File: src/rtl/pwm_wave_gen.sv
// PWM waveform generator: a free-running PWM counter whose duty steps through a
// square, sawtooth, triangle or manual-level profile with prescaler and phase offset.
module pwm_wave_gen #(
    parameter int CNT_W   = 6,
    parameter int IDX_W   = 6,
    parameter int PRESC_W = 8
) (
    input  logic               sysclk,
    input  logic               rst,
    input  logic               enable,
    input  logic [1:0]         mode,
    input  logic [PRESC_W-1:0] presc,
    input  logic [IDX_W-1:0]   phase,
    input  logic [CNT_W:0]     level,
    output logic               pulse,
    output logic [CNT_W:0]     duty,
    output logic               period_start,
    output logic               wave_start
);

    localparam int N = 1 << IDX_W;
    localparam logic [CNT_W-1:0] CNT_MAX   = '1;
    localparam logic [IDX_W-1:0] IDX_MAX   = '1;
    localparam logic [IDX_W-1:0] SQ_LO     = IDX_W'(N / 4);
    localparam logic [IDX_W-1:0] SQ_HI     = IDX_W'((3 * N) / 4);
    localparam logic [CNT_W:0]   DUTY_FULL = {1'b1, {CNT_W{1'b0}}};

    logic [CNT_W-1:0]   cnt_q, cnt_d;
    logic [PRESC_W-1:0] psc_cnt_q, psc_cnt_d;
    logic [IDX_W-1:0]   idx_q, idx_d;
    logic [CNT_W:0]     duty_q, duty_d;
    logic [1:0]         mode_l_q, mode_l_d;
    logic [IDX_W-1:0]   phase_l_q, phase_l_d;
    logic [PRESC_W-1:0] presc_l_q, presc_l_d;
    logic               running_q, running_d;
    logic               pulse_q, pulse_d;
    logic               period_start_q, period_start_d;
    logic               wave_start_q, wave_start_d;

    logic               wrap, psc_term, idx_step, wave_wrap, load, upd;
    logic [1:0]         mode_use;
    logic [IDX_W-1:0]   phase_use, idx_new, e, tri_in, sc_in;
    logic [CNT_W-1:0]   sc_out;
    logic [CNT_W:0]     duty_new;

    // MSB-first alignment of the waveform index onto the counter width.
    if (IDX_W >= CNT_W) begin : g_trunc
        assign sc_out = sc_in[IDX_W-1 -: CNT_W];
    end else begin : g_pad
        assign sc_out = {sc_in, {(CNT_W - IDX_W){1'b0}}};
    end

    always_comb begin
        wrap      = (cnt_q == CNT_MAX);
        psc_term  = (psc_cnt_q == presc_l_q);
        idx_step  = wrap & psc_term;
        wave_wrap = idx_step & (idx_q == IDX_MAX);
        // Controls are taken fresh at run start and at every waveform boundary,
        // and the duty computed at that edge already uses the fresh values.
        load      = ~running_q | wave_wrap;
        upd       = ~running_q | wrap;
        mode_use  = load ? mode  : mode_l_q;
        phase_use = load ? phase : phase_l_q;
        idx_new   = idx_step ? idx_q + 1'b1 : idx_q;
        e         = idx_new + phase_use;
        tri_in    = e[IDX_W-1] ? ((~e) << 1) : (e << 1);
        sc_in     = (mode_use == 2'b10) ? tri_in : e;

        case (mode_use)
            2'b00:   duty_new = ((e >= SQ_LO) && (e < SQ_HI)) ? DUTY_FULL : '0;
            2'b01,
            2'b10:   duty_new = {1'b0, sc_out};
            default: duty_new = (level > DUTY_FULL) ? DUTY_FULL : level;
        endcase

        cnt_d          = cnt_q + 1'b1;
        psc_cnt_d      = psc_cnt_q;
        if (wrap) begin
            psc_cnt_d = psc_term ? '0 : psc_cnt_q + 1'b1;
        end
        idx_d          = idx_new;
        duty_d         = upd ? duty_new : duty_q;
        mode_l_d       = mode_use;
        phase_l_d      = phase_use;
        presc_l_d      = load ? presc : presc_l_q;
        running_d      = 1'b1;
        pulse_d        = ({1'b0, cnt_q} < duty_q);
        period_start_d = (cnt_q == '0);
        wave_start_d   = (cnt_q == '0) && (idx_q == '0) && (psc_cnt_q == '0);

        if (!enable) begin
            cnt_d          = '0;
            psc_cnt_d      = '0;
            idx_d          = '0;
            duty_d         = '0;
            mode_l_d       = mode_l_q;
            phase_l_d      = phase_l_q;
            presc_l_d      = presc_l_q;
            running_d      = 1'b0;
            pulse_d        = 1'b0;
            period_start_d = 1'b0;
            wave_start_d   = 1'b0;
        end
    end

    always_ff @(posedge sysclk) begin
        if (rst) begin
            cnt_q          <= '0;
            psc_cnt_q      <= '0;
            idx_q          <= '0;
            duty_q         <= '0;
            mode_l_q       <= '0;
            phase_l_q      <= '0;
            presc_l_q      <= '0;
            running_q      <= 1'b0;
            pulse_q        <= 1'b0;
            period_start_q <= 1'b0;
            wave_start_q   <= 1'b0;
        end else begin
            cnt_q          <= cnt_d;
            psc_cnt_q      <= psc_cnt_d;
            idx_q          <= idx_d;
            duty_q         <= duty_d;
            mode_l_q       <= mode_l_d;
            phase_l_q      <= phase_l_d;
            presc_l_q      <= presc_l_d;
            running_q      <= running_d;
            pulse_q        <= pulse_d;
            period_start_q <= period_start_d;
            wave_start_q   <= wave_start_d;
        end
    end

    assign pulse        = pulse_q;
    assign duty         = duty_q;
    assign period_start = period_start_q;
    assign wave_start   = wave_start_q;

endmodule

File: config.mk
export PLATFORM = sky130hd
export DESIGN_NAME = pwm_wave_gen
export DESIGN_NICKNAME = d
export VERILOG_FILES = /design/src/rtl/pwm_wave_gen.sv
export SDC_FILE = /design/constraint.sdc
export NUM_CORES = 1
export LEC_CHECK = 0
export BUFFER_PORTS_ARGS = -buffer_cell sky130_fd_sc_hd__buf_4
export CAP_MARGIN = 20
export CORE_MARGIN = 2
export CORE_UTILIZATION = 35
export CTS_BUF_LIST = sky130_fd_sc_hd__clkbuf_8
export DETAILED_ROUTE_END_ITERATION = 12
export GPL_TIMING_DRIVEN = 0
export PLACE_DENSITY_LB_ADDON = 0.25
export SYNTH_ARGS = -nofsm -noshare
export SYNTH_HDL_FRONTEND = slang
export SYNTH_SLANG_ARGS = --single-unit
File: constraint.sdc
create_clock -name sysclk -period 4.63 [get_ports sysclk]
set_input_delay 0.2315 -clock sysclk [delete_from_list [all_inputs] [get_ports sysclk]]
set_output_delay 0.2315 -clock sysclk [all_outputs]
set_load 0.05 [all_outputs]
# --- Word-level counts from Yosys, hierarchy flattened ---
# Cells that the tools add are included.
classes:
  n_addsub: 4
  n_lt_le_gt_ge: 4
  eq_ne: 5
  n_mux: 10
  n_bitwise: 7
  n_reduce_logical: 10
op_table:
  columns: ["operator", "count"]
  rows:
  - ["$mux 6", 4]
  - ["$mux 7", 2]
  - ["$pmux 7 s2", 1]
  - ["$add 6x1->6 const B", 2]
  - ["$eq 6x6->1 const B", 2]
  - ["$logic_not 6->1", 2]
  - ["$add 8x1->8 const B", 1]
  - ["$eq 8x8->1", 1]
  - ["$logic_not 8->1", 1]
  - ["$mux 8", 1]
  - ["$gt 7x7->1 const B", 1]
  - ["$lt 6x7->1", 1]
  - ["$add 6x6->6", 1]
  - ["$ge 6x5->1 const B", 1]
  - ["$lt 6x6->1 const B", 1]
  - ["$not 5->5", 1]
  - ["$reduce_or 2->1", 2]
  - ["$logic_and 1x1->1", 3]
  - ["$and 1x1->1", 2]
  - ["$eq 2x1->1 const B", 1]
  - ["$eq 2x2->1 const B", 1]
  - ["$logic_not 2->1", 1]
  - ["$mux 2", 1]
  - ["$not 1->1", 2]
  - ["other kinds (3)", 4]
totals:
  reg_bits: 47
  in_bits: 26

# --- Longest topological paths before layout ---
logic_depth:
  depth_word: 10
  ltp_mapped: 16
  mapped_depth_nobuf: 16

# --- Worst setup path after synthesis ---
# Ideal clock, no wire load.
synth_timing:
  path_type: "reg-to-reg"
  startpoint: "register psc_cnt_q[5]"
  endpoint: "register duty_q[4], in the netlist duty[4]"
  t_arrival_ns: 3.576
  required_ns: 4.534
  slack_ns: 0.958
  stages_incl_launch_ff: 14
  period_less_slack_ns: 3.672
  path_cell_list: "dfxtp_1 > xor2_1 > nor4_4 > nand3_2 > o21ai_2 > mux2_2 > ha_1 > a21o_1 > a21oi_1 > o21bai_1 > a21oi_4 > xnor2_4 > xnor3_1 > o41ai_2"
synth_via:
  elab_chain_cells: 10
synth_lines:
  columns: ["element", "line", "text"]
  rows:
  - ["from (decl)", "29", "logic [PRESC_W-1:0] psc_cnt_q, psc_cnt_d;"]
  - ["from (signal assigned)", "121", "psc_cnt_q <= psc_cnt_d;"]
  - ["$eq 8x8->1 (*)", "55", "psc_term = (psc_cnt_q == presc_l_q);"]
  - ["$and 1x1->1 (*)", "56", "idx_step = wrap & psc_term;"]
  - ["$and 1x1->1", "57", "wave_wrap = idx_step & (idx_q == IDX_MAX);"]
  - ["$or 1x1->1", "60", "load = ~running_q | wave_wrap;"]
  - ["$mux 6", "63", "phase_use = load ? phase : phase_l_q;"]
  - ["$add 6x6->6", "65", "e = idx_new + phase_use;"]
  - ["$not 5->5", "66", "tri_in = e[IDX_W-1] ? ((~e) << 1) : (e << 1);"]
  - ["$mux 6", "66", null]
  - ["$mux 6", "67", "sc_in = (mode_use == 2'b10) ? tri_in : e;"]
  - ["$pmux 7 s2 (*)", "69", "case (mode_use)"]
  - ["to (signal assigned)", "123", "duty_q <= duty_d;"]
  - ["to (decl)", "31", "logic [CNT_W:0] duty_q, duty_d;"]
# Mark *: on every way between the ends. The rest lies on a longest branch, timed or not.
# A chain may end at the register's enable or synchronous reset.

# --- Worst setup path after layout ---
layout_timing:
  startpoint: "register psc_cnt_q[2]"
  endpoint: "register duty_q[4], in the netlist duty[4]"
# Same word-level chain as after synthesis.

==> key figures <==
Placement
  – Placer congestion estimate: 0.809
  – PortBufs: 34
  – Hpwl dp: 4950 um

Finish
  – # diodes: 0
  – Area grow syn2layout: 16.9%
  – Fillers: 804
  – Nets: 410
  – Fin util: 0.425
  – Layout cells sized above 1: 0.178
  – Multi-input logic area: 0.00175 sq mm
  – Sequential Area: 941 sq um

Power and ir drop
  – PwrDens: 255 mW/mm^2
  – Peak supply drop: 0.000104 V
  – Clk pwr share: 0.309
  – Leak: 1.50 nW
  – Int Power: 0.605 mW
  – Psw: 0.236 mW
  – Net Sw Frac: 0.281
  – Share of total power in combinational logic: 0.183
  – Sequential power share: 0.508

Clock network
  – CTS Sinks: 47
  – Setup bufs post-CTS: 0
  – Cts hold-fix bufs: 0
  – Clk root buf: clkbuf_8
  – CTS buffer count: 5
  – CTS tree: built
  – Clk buf depth: 2
  – Clk pin slew, worst setup/hold paths: 0.09 ns
  – H-tree levels: 2
  – Cts repair resizes: 0
  – Worst-Skew Late Latency: 0.30 ns

Yosys
  – Post-Syn Area: 0.00283 sq mm
  – Mapped Avg Cell Area: 8.75 sq um
  – FF+latch count, synth: 47
  – Cells after Synth: 323
  – Post-synth top flop: dfxtp_1
  – Syn Nets: 369
  – Share of the synthesized area in the top cell type: 0.333
  – Register area share after synthesis: 0.333
  – Leading area contributor after synthesis: dfxtp_1
  – EDFF count, synth: 0
  – Synth top area cells: dfxtp_1 (33%), ha_1 (8.4%), nand2_1 (6.4%)
  – Syn. warnings: 0
  – Yosys cell types: 53
  – Async SR Flop Fraction: 0

Floorplanning
  – DIE HEIGHT: 93.8 um
  – Die X: 93.8 um
  – FP Rows: 32
  – Die area: 0.00881 sq mm
  – I/O pin count: 36
  – Initial core utilization: 0.364
  – Core area: 0.00777 sq mm

Route
  – Initial drt markers: 97
  – Wirelength per Cell: 13.7 um
  – DR pass1 iterations: 4
  – Antenna-violating nets left: 0
  – Routed vias: 2307
  – DRC Markers: 0
  – Via-to-Cell Ratio: 4.94
  – Routed Wire Length: 6400 um

Setup path
  – Startpoint types: register
  – Origin of the critical flop-to-flop path: psc_cnt_q[2]$_SDFFE_PP0N_
  – Critical path capture point type: register
  – WP data arrival: 4.43 ns
  – Worst-path fanout max: 10
  – WP data required: 4.83 ns
  – Setup slack, reg-to-reg: 0.41 ns
  – Reg2Reg Depth: 13
  – End of the worst register-to-register path: duty[4]$_SDFFE_PP0P_
  – Crit path kind: register to register

Min path
  – Hold path endpoint: presc_l_q[6]$_SDFFE_PP0P_
  – Hold path depth: 3
  – Hold WC Path Type: input port to register
  – Hold path start: presc[6]

Timing
  – RSZ-0062 raised after global routing: false
  – Fmax: 237 MHz
  – Setup violators final: 0
  – Worst Tran Pin Value: 0.580 ns
  – Final hold violation count: 0
  – Pins Over Slew Limit: 0
  – Slew HR: 0.614
  – Setup TNS: 0 ns
  – Tcrit/Tclk final: 0.912
  – Fin crit period: 4.22 ns
  – Clock Skew: 0.00573 ns

Job
  – Max-Cap Viols: 0

Run status
  – Status: finished clean

Global route
  – Initial antenna violation count: 0
  – Vias in the first global route: 2277
  – Tot GR Track Use: 0.154
  – Largest net degree at the start of global routing: 15
  – Global route overflow: 0
  – First-pass GRT wire length: 10700 um
## critical path, cell delays in order (launching register included)
cell,delay (ns)
dfxtp_1,0.46
xor2_1,0.14
nor4_4,0.44
nand3_2,0.23
o21ai_2,0.49
mux2_2,0.42
ha_1,0.30
a21o_1,0.16
a21oi_1,0.21
o21bai_1,0.13
a21oi_4,0.23
xnor2_4,0.22
xnor3_1,0.48
o41ai_2,0.20
## how the worst max path moves through the flow
stage / slack (ns) / end / start
2_1_floorplan: 0.96 / duty[4]$_SDFFE_PP0P_ / psc_cnt_q[5]$_SDFFE_PP0N_
3_3_place_gp: 0.44 / duty[4]$_SDFFE_PP0P_ / psc_cnt_q[2]$_SDFFE_PP0N_
6_report: 0.41 / duty[4]$_SDFFE_PP0P_ / psc_cnt_q[2]$_SDFFE_PP0N_
3_5_place_dp: 0.40 / duty[4]$_SDFFE_PP0P_ / psc_cnt_q[2]$_SDFFE_PP0N_
5_1_grt: 0.12 / duty[4]$_SDFFE_PP0P_ / psc_cnt_q[2]$_SDFFE_PP0N_
4_1_cts: 0.37 / duty[4]$_SDFFE_PP0P_ / psc_cnt_q[2]$_SDFFE_PP0N_
## metal layers
metal | track usage | wire (um) | up-vias
met5 | 0 | 0 | -
met4 | 0.0471 | 85 | 0
met3 | 0.0225 | 144 | 6
met2 | 0.251 | 3110 | 29
met1 | 0.210 | 3060 | 1086
li1 | - | - | 1186
## synthesized netlist by cell type (all sizes together), types with 2 or more instances
master and n:
nand2b 4, ha 19, nor2 27, o21ai 6
mux2 7, a21oi 23, xor2 18, nor4 9
o22ai 4, xnor2 10, nor4bb 2, inv 23
buf 2, nor3 5, o21a 2, and3 9
a21o 7, nand2 48, mux2i 5, and4 3
dfxtp 47, a221oi 2, clkbuf 8, nand4 4
and2 6, nand3 6, xnor3 4
## logic make-up (layout without fill, tap and decap cells)
kind of cell,after synthesis,in the layout,share of synthesized area
XOR/XNOR,32,32,0.128
multiplexers,12,12,0.0456
adder cells (fa/ha/maj),20,20,0.0912
flip-flops,47,47,0.333
AO/OA/AOI/OAI,51,51,0.118
buffers and inverters,33,75,0.0461
AND/OR/NAND/NOR,128,128,0.238
## state kept, by name, indices dropped and copies added, names as in the netlist, named ones only
name and cells:
cnt_q 6, duty 7, idx_q 6, mode_l_q 2
period_start 1, phase_l_q 5, presc_l_q 8, psc_cnt_q 8
pulse 1, running_q 1, wave_start 1
## final cells by class
class	count	share of cell area
inverters	23	0.0261
well taps	102	0.0386
multi-input cells	243	0.531
flip-flops and latches	47	0.285
plain buffers	10	0.0133
clock buffers	6	0.0250
clock inverters	2	0.00379
repair buffers	34	0.0773
## layout by cell type (no fill, tap or decap), types with 2 or more instances in the layout
master    Yosys  routed
clkbuf_1      7       7
dfxtp_1      47      47
nor4_4        2       2
o22ai_1       4       4
nor3_1        4       4
xnor3_1       4       4
nand2_1      48      48
and3_1        8       8
and2_1        5       5
a21oi_1      22      22
nor2_1       27      27
o21ai_0       5       5
nand2b_1      4       4
nor4_1        7       7
clkbuf_8      0       6
o21a_1        2       2
buf_4         1      35
ha_1         19      19
nand4_1       3       3
mux2_2        7       7
xor2_1       17      17
and4_1        2       2
nor4bb_1      2       2
mux2i_1       5       5
nand3_1       5       5
a21o_1        7       7
xnor2_1       9       9
a221oi_1      2       2
inv_1        23      24
## per-stage QoR
step,hold slack [ns],instances,cell area [sq um],power (mW),setup slack [ns]
after CTS,0.161,467,3300,0.854,0.366
after global routing,0.182,467,3300,0.884,0.125
after floorplan,0.367,323,2830,0.541,0.958
final,0.177,467,3300,0.841,0.406
after global placement,0.440,459,3210,0.589,0.435
after detailed placement,0.448,459,3210,0.591,0.396
## power by group through the flow
| stage | logic, mW | clock network, mW | registers [mW] |
|---|---|---|---|
| 4_1_cts | 0.155 | 0.272 | 0.427 |
| 3_5_place_dp | 0.155 | 0 | 0.437 |
| 2_1_floorplan | 0.0903 | 0 | 0.450 |
| 6_report | 0.154 | 0.260 | 0.427 |
| 3_3_place_gp | 0.153 | 0 | 0.436 |
| 5_1_grt | 0.170 | 0.285 | 0.429 |
(Power assumes the default switching activity.)
